### config.mk
export PLATFORM = sky130hd
export DESIGN_NAME = oled_target
export DESIGN_NICKNAME = d
export VERILOG_FILES = /design/src/rtl/oled_pkg.sv /design/src/rtl/oled_sync.sv /design/src/rtl/oled_target.sv
export SDC_FILE = /design/constraint.sdc
export NUM_CORES = 1
export LEC_CHECK = 0
export BUFFER_PORTS_ARGS = -buffer_cell sky130_fd_sc_hd__buf_4
export CAP_MARGIN = 20
export CORE_MARGIN = 4
export CORE_UTILIZATION = 64
export CTS_BUF_LIST = sky130_fd_sc_hd__clkbuf_4 sky130_fd_sc_hd__clkbuf_8
export DETAILED_ROUTE_END_ITERATION = 6
export GPL_TIMING_DRIVEN = 0
export HOLD_SLACK_MARGIN = 0.06
export MAX_ROUTING_LAYER = met4
export PLACE_DENSITY = 0.93
export SLEW_MARGIN = 5
export SYNTH_ARGS = -nofsm -noshare
export SYNTH_HDL_FRONTEND = slang
export SYNTH_HIERARCHICAL = 1
export SYNTH_SLANG_ARGS = --single-unit
### constraint.sdc
create_clock -name clk -period 5.75 [get_ports clk]
set_input_delay 0 -clock clk [delete_from_list [all_inputs] [get_ports clk]]
set_output_delay 0 -clock clk [all_outputs]
set_load 0.03 [all_outputs]
### src/rtl/oled_pkg.sv
// Shared types and constants for the OLED controller target: FSM states, opcode masks,
// synchronizer bundle layout and the instruction decoder.
package oled_pkg;

    typedef enum logic [1:0] {
        ST_IDLE  = 2'd0,
        ST_BUSY  = 2'd1,
        ST_CLEAR = 2'd2
    } state_e;

    typedef enum logic [2:0] {
        OP_NOP      = 3'd0,
        OP_CLEAR    = 3'd1,
        OP_HOME     = 3'd2,
        OP_ENTRY    = 3'd3,
        OP_SET_ADDR = 3'd4
    } op_e;

    localparam logic [7:0] MASK_SET_ADDR = 8'h80;
    localparam logic [7:0] MASK_RESERVED = 8'h78;
    localparam logic [7:0] MASK_ENTRY    = 8'h04;
    localparam logic [7:0] MASK_HOME     = 8'h02;
    localparam logic [7:0] MASK_CLEAR    = 8'h01;
    localparam int         ENTRY_ID_BIT  = 1;

    localparam int DDRAM_DEPTH = 128;
    localparam int SYNC_W      = 11;

    typedef struct packed {
        logic       rs;
        logic       rd;
        logic       en;
        logic [7:0] db;
    } pins_t;

    // Idle bus looks like "read, strobe low" so reset never fakes a falling edge.
    localparam pins_t PINS_RST = '{rs: 1'b0, rd: 1'b1, en: 1'b0, db: 8'h00};

    // Highest set bit selects the instruction; 0x08-0x7F and 0x00 are accepted no-ops.
    function automatic op_e decode_op(input logic [7:0] v);
        if ((v & MASK_SET_ADDR) != 8'h00) return OP_SET_ADDR;
        if ((v & MASK_RESERVED) != 8'h00) return OP_NOP;
        if ((v & MASK_ENTRY) != 8'h00)    return OP_ENTRY;
        if ((v & MASK_HOME) != 8'h00)     return OP_HOME;
        if ((v & MASK_CLEAR) != 8'h00)    return OP_CLEAR;
        return OP_NOP;
    endfunction

endpackage

### src/rtl/oled_sync.sv
// Two-flop synchronizer for a group of asynchronous bus inputs, with a per-bit reset value.
module oled_sync #(
    parameter int             W       = 11,
    parameter logic [W-1:0]   RST_VAL = '0
) (
    input  logic         clk,
    input  logic         reset,
    input  logic [W-1:0] d,
    output logic [W-1:0] q
);

    logic [W-1:0] meta;

    always_ff @(posedge clk or posedge reset) begin
        if (reset) begin
            meta <= RST_VAL;
            q    <= RST_VAL;
        end else begin
            meta <= d;
            q    <= meta;
        end
    end

endmodule

### src/rtl/oled_target.sv
// Parallel-bus OLED controller target: instruction/data decode, address counter, DDRAM and busy FSM.
// Optional feature: define OLED_TARGET_DATA_READ_EN to serve DDRAM data reads.
module oled_target
    import oled_pkg::*;
#(
    parameter int BUSY_CYCLES  = 240,
    parameter int CLEAR_CYCLES = 12000
) (
    input  logic       clk,
    input  logic       reset,
    input  logic       rs_pin,
    input  logic       read_pin,
    input  logic       enable_pin,
    input  logic [7:0] db_in,
    output logic [7:0] db_out,
    output logic       db_oe,
    output logic       busy,
    output logic       wr_valid,
    output logic [6:0] wr_addr,
    output logic [7:0] wr_data,
    output logic       clear_pulse,
    output logic       overrun
);

    localparam int CNT_MAX = (CLEAR_CYCLES > BUSY_CYCLES) ? CLEAR_CYCLES : BUSY_CYCLES;
    localparam int CW      = $clog2(CNT_MAX + 1);

    pins_t pins_raw, pins_s;
    assign pins_raw = '{rs: rs_pin, rd: read_pin, en: enable_pin, db: db_in};

    oled_sync #(.W(SYNC_W), .RST_VAL(PINS_RST)) u_sync (
        .clk   (clk),
        .reset (reset),
        .d     (pins_raw),
        .q     (pins_s)
    );

    // Bus fields captured while E is high; the falling edge acts on these.
    logic       en_d;
    logic       lat_rs, lat_rd;
    logic [7:0] lat_db;

    always_ff @(posedge clk or posedge reset) begin
        if (reset) begin
            en_d   <= 1'b0;
            lat_rs <= 1'b0;
            lat_rd <= 1'b1;
            lat_db <= 8'h00;
        end else begin
            en_d <= pins_s.en;
            if (pins_s.en) begin
                lat_rs <= pins_s.rs;
                lat_rd <= pins_s.rd;
                lat_db <= pins_s.db;
            end
        end
    end

    logic fall, wr_acc, rd_done, is_busy, instr_acc, data_acc, rd_step;
    op_e  op;

    assign fall      = en_d & ~pins_s.en;
    assign wr_acc    = fall & ~lat_rd;
    assign rd_done   = fall & lat_rd;
    assign op        = decode_op(lat_db);
    assign instr_acc = wr_acc & ~is_busy & ~lat_rs;
    assign data_acc  = wr_acc & ~is_busy & lat_rs;
`ifdef OLED_TARGET_DATA_READ_EN
    assign rd_step   = rd_done & lat_rs;
`else
    assign rd_step   = 1'b0;
`endif

    state_e        state, state_nxt;
    logic [CW-1:0] cnt;
    logic          cnt_done;

    assign is_busy  = (state != ST_IDLE);
    assign cnt_done = ((state == ST_BUSY)  && (cnt == CW'(BUSY_CYCLES - 1))) ||
                      ((state == ST_CLEAR) && (cnt == CW'(CLEAR_CYCLES - 1)));

    always_ff @(posedge clk or posedge reset) begin
        if (reset) begin
            state <= ST_IDLE;
            cnt   <= '0;
        end else begin
            state <= state_nxt;
            cnt   <= (state == ST_IDLE || cnt_done) ? '0 : cnt + CW'(1);
        end
    end

    always_comb begin
        state_nxt = state;
        busy      = is_busy;
        case (state)
            ST_IDLE:  if (instr_acc) state_nxt = (op == OP_CLEAR) ? ST_CLEAR : ST_BUSY;
            ST_BUSY,
            ST_CLEAR: if (cnt_done)  state_nxt = ST_IDLE;
            default:  state_nxt = ST_IDLE;
        endcase
    end

    logic [6:0] ac;
    logic       id;

    always_ff @(posedge clk or posedge reset) begin
        if (reset) begin
            ac <= 7'd0;
            id <= 1'b1;
        end else if (instr_acc) begin
            case (op)
                OP_CLEAR:    begin ac <= 7'd0; id <= 1'b1; end
                OP_HOME:     ac <= 7'd0;
                OP_ENTRY:    id <= lat_db[ENTRY_ID_BIT];
                OP_SET_ADDR: ac <= lat_db[6:0];
                default:     ;
            endcase
        end else if (data_acc || rd_step) begin
            ac <= id ? ac + 7'd1 : ac - 7'd1;
        end
    end

    always_ff @(posedge clk or posedge reset) begin
        if (reset) begin
            wr_valid    <= 1'b0;
            wr_addr     <= 7'd0;
            wr_data     <= 8'h00;
            clear_pulse <= 1'b0;
            overrun     <= 1'b0;
        end else begin
            wr_valid    <= data_acc;
            clear_pulse <= instr_acc && (op == OP_CLEAR);
            overrun     <= wr_acc & is_busy;
            if (data_acc) begin
                wr_addr <= ac;
                wr_data <= lat_db;
            end
        end
    end

    // DDRAM is not reset; the clear sweep owns it for the first 128 cycles of CLEAR.
    logic [7:0] ddram [DDRAM_DEPTH];
    logic       clr_we;

    assign clr_we = (state == ST_CLEAR) && (cnt < CW'(DDRAM_DEPTH));

    always_ff @(posedge clk) begin
        if (clr_we)
            ddram[cnt[6:0]] <= 8'h00;
        else if (data_acc)
            ddram[ac] <= lat_db;
    end

    assign db_oe = pins_s.rd & pins_s.en;

    always_comb begin
        db_out = 8'h00;
        if (db_oe) begin
            if (!pins_s.rs)
                db_out = {is_busy, ac};
`ifdef OLED_TARGET_DATA_READ_EN
            else
                db_out = ddram[ac];
`endif
        end
    end

endmodule

==> run_results.csv <==
group,metric,value,unit
timing,fin_tns_setup,0,ps
drt,first_pass_iters,4,
hold_path,hold_path_class,"in2async",
drt,wl_per_cell,16.0,um
final_layout,multiInputGateArea,0.00118,mm^2
drt,drt-total-wl,6430,um
logic_synthesis,synth_nets,288,
global_route,overflow,0,
timing,rsz0062_at_grt,"false",
floorplan,rows,25,
logic_synthesis,synth.top_cell.area_share,56.4,%
placement,place_ws,3490,ps
setup_path,worst_ep_required_time,6010,ps
power_and_ir_drop,swShare,36.5,%
logic_synthesis,synth.largest_area_cell,"dfrtp_1",
timing,whs,178,ps
run,maxCapViolCount,0,
clock_network,cts_tree,"built",
floorplan,die_x,78.1,um
timing,finalHoldViolCount,0,
placement,place_congestion,0.856,
final_layout,n_antenna_cell,0,
drt,num_vias,2227,
floorplan,num_io_pins,41,
floorplan,design.core.area,0.00475,mm^2
timing,finalClockSkew,10.3,ps
clock_network,clkSinkCount,75,
final_layout,fin_nets,352,
clock_network,clk_pin_slew_worst_paths,90,ps
drt,initialDrtViolationCount,145,
final_layout,regArea,0.00188,mm^2
power_and_ir_drop,p_int,1.09,mW
power_and_ir_drop,p_clk_share,23.7,%
timing,relSlewSlack,47.5,%
timing,slew_viol_final,0,
clock_network,htreeDepth,3,
logic_synthesis,synth_ff_type,"dfrtp_1",
logic_synthesis,synth_warnings,6,
placement,dp.final_hpwl,4100,um
clock_network,clockRootBuffer,"clkbuf_8",
drt,drc,0,
timing,min_period_over_period,43.0,%
floorplan,die_area,0.00611,mm^2
global_route,antenna_found_initial,0,
timing,worst_slack,3280,ps
logic_synthesis,synth_area,0.00315,mm^2
placement,io_buffers,40,
setup_path,r2r-end,"ac[6]",
logic_synthesis,ys_seq_area_share,59.8,%
power_and_ir_drop,leakage,1.80,nW
floorplan,start_util,66.2,%
power_and_ir_drop,power_density,443,mW/mm^2
final_layout,layout-drive-gt1-share,26.0,%
setup_path,timing.rr.start,"id",
clock_network,worstSkewPairLatency,350,ps
final_layout,fillCellCount,270,
setup_path,startpoint_type,"register",
logic_synthesis,ys_types,42,
floorplan,die-height,78.1,um
power_and_ir_drop,power.share.sequential,41.0,%
setup_path,worstRegToRegCells,7,
clock_network,ctsLongestPathBuffers,2,
drt,postRouteAntennaNets,0,
logic_synthesis,yosys_register_bits,75,
power_and_ir_drop,p_comb_share,35.4,%
timing,finalSetupViolCount,0,
logic_synthesis,synth_edf_count,0,
logic_synthesis,synth.area.top_cells,"dfrtp_1 56%, mux2_2 7.2%, ha_1 3.6%, dfstp_2 3.3%, nor2_1 2.9%",
drt,vias_per_cell,5.55,
setup_path,reg2reg_slack,3280,ps
logic_synthesis,synth-async-reset-ratio,100,%
setup_path,critPathArrivalTime,2740,ps
final_layout,syn_to_final_growth,23.0,%
clock_network,cts_buffers,9,
clock_network,cts_resized,0,
setup_path,worstSetupPathType,"reg2reg",
global_route,grt_use_total,23.9,%
power_and_ir_drop,p_switching,0.626,mW
logic_synthesis,synth_cells,265,
timing,max_freq,404,MHz
global_route,grt_first_pass_wirelength,10800,um
power_and_ir_drop,vdd_drop_max,0.369,mV
global_route,grt_max_degree,41,
setup_path,crit_fanout,7,
timing,tightest_slew,787,ps
logic_synthesis,avgSynthCellArea,11.9,um^2
timing,layout_min_cycle_time,2470,ps
global_route,first_global_vias,2251,
outcome,status,"completed",
setup_path,cp-end-kind,"register",
layout make-up:
class	instances	share of cell area (%)
Sequential cell	75	48.6
Multi-Input combinational cell	168	30.6
Timing Repair Buffer	53	11.4
Clock buffer	9	3.20
Tap cell	67	2.16
Clock inverter	7	1.97
Inverter	16	1.55
Buffer	6	0.581
Yosys cell counts (2+ instances only):
| master | instances |
|---|---|
| dfrtp_1 | 71 |
| nor2_1 | 24 |
| mux2_2 | 20 |
| inv_1 | 16 |
| nand2_1 | 14 |
| o21ai_0 | 13 |
| nand3_1 | 10 |
| ha_1 | 9 |
| xnor2_1 | 8 |
| clkbuf_1 | 6 |
| nor3_1 | 6 |
| xor2_1 | 6 |
| a21oi_1 | 5 |
| and2_1 | 5 |
| and3_1 | 5 |
| a31oi_1 | 4 |
| dfstp_2 | 4 |
| a211oi_1 | 3 |
| a21o_1 | 3 |
| nor4_1 | 3 |
| or4_1 | 3 |
| a22o_1 | 2 |
| mux2i_1 | 2 |
| nand2b_1 | 2 |
| nor2b_1 | 2 |
| nor3b_1 | 2 |
| or2_2 | 2 |
cells by family after synthesis:
group	count (synthesis)	synth area share, %
xor+xnor	14	3.89
flops	75	59.8
mux	22	7.79
compound gates	36	7.23
buf+inv	22	2.62
simple gates	86	14.5
fa+ha+maj	10	4.21
power by group through the flow:
stage,Clock [mW],Combinational [mW],Sequential [mW]
after floorplan,0,0.318,0.796
after global placement,0,0.568,0.704
after detailed placement,0,0.590,0.711
after CTS,0.405,0.607,0.702
after global routing,0.435,0.662,0.718
final,0.406,0.607,0.702
flip-flops by register name (all words and copies together) (netlist names):
register	cells
clear_pulse	1
ac	7
id	1
wr_data	8
wr_valid	1
overrun	1
u_sync/q	11
u_sync/meta	11
state	2
lat_rd	1
en_d	1
cnt	14
lat_rs	1
lat_db	8
wr_addr	7
worst max path at each step:
stage               startpoint    end  slack (ps)  cells past startpoint
floorplan                   id  ac[6]        3690                      7
global placement            id  ac[6]        3540                      7
detailed placement          id  ac[6]        3490                      7
CTS                         id  ac[6]        3280                      7
global route                id  ac[6]        3160                      7
finish                      id  ac[6]        3280                      7
worst max-delay path, stage by stage, from the launching register on:
cell	delay (ps)
dfstp_2	570
inv_1	140
fa_1	480
a211oi_1	350
or3b_2	190
nand3_1	110
or4_1	450
o211ai_1	100
cells in the final DEF, fill, tap and decap left out, drive strengths merged, types with 7 or more instances in the layout:
cell type / Yosys / routed
dfrtp: 71 / 71
buf: 0 / 41
nor2: 24 / 24
mux2: 20 / 20
inv: 16 / 18
clkbuf: 6 / 15
nand2: 14 / 14
o21ai: 13 / 13
dlygate4sd3: 0 / 12
nand3: 10 / 10
ha: 9 / 9
xnor2: 8 / 8
nor3: 7 / 7
metal layers:
layer / wire length [um] / GRT usage, % / share of wire, % / vias up
li1: - / - / - / 1050
met5: 0 / - / 0 / -
met1: 2640 / 28.6 / 41 / 1099
met2: 3330 / 39.3 / 52 / 70
met3: 369 / 7.22 / 5.7 / 8
met4: 80 / 7.69 / 1.2 / 0
through the flow:
step / utilization [%] / power (mW) / instance area, um^2 / std cells
after floorplan: - / 1.11 / 3150 / 265
after global placement: 74.3 / 1.27 / 3530 / 372
after detailed placement: 74.7 / 1.30 / 3550 / 373
after CTS: 81.5 / 1.71 / 3870 / 401
after global routing: 81.5 / 1.82 / 3870 / 401
final: 81.5 / 1.71 / 3870 / 401
what timing repair did:
action	CTS	global route
setup endpoints to repair	0	0
buffers inserted	0	0
hold endpoints to repair	83	0
hold buffers	12	0
No activity file was read; power rests on OpenSTA's default activity.
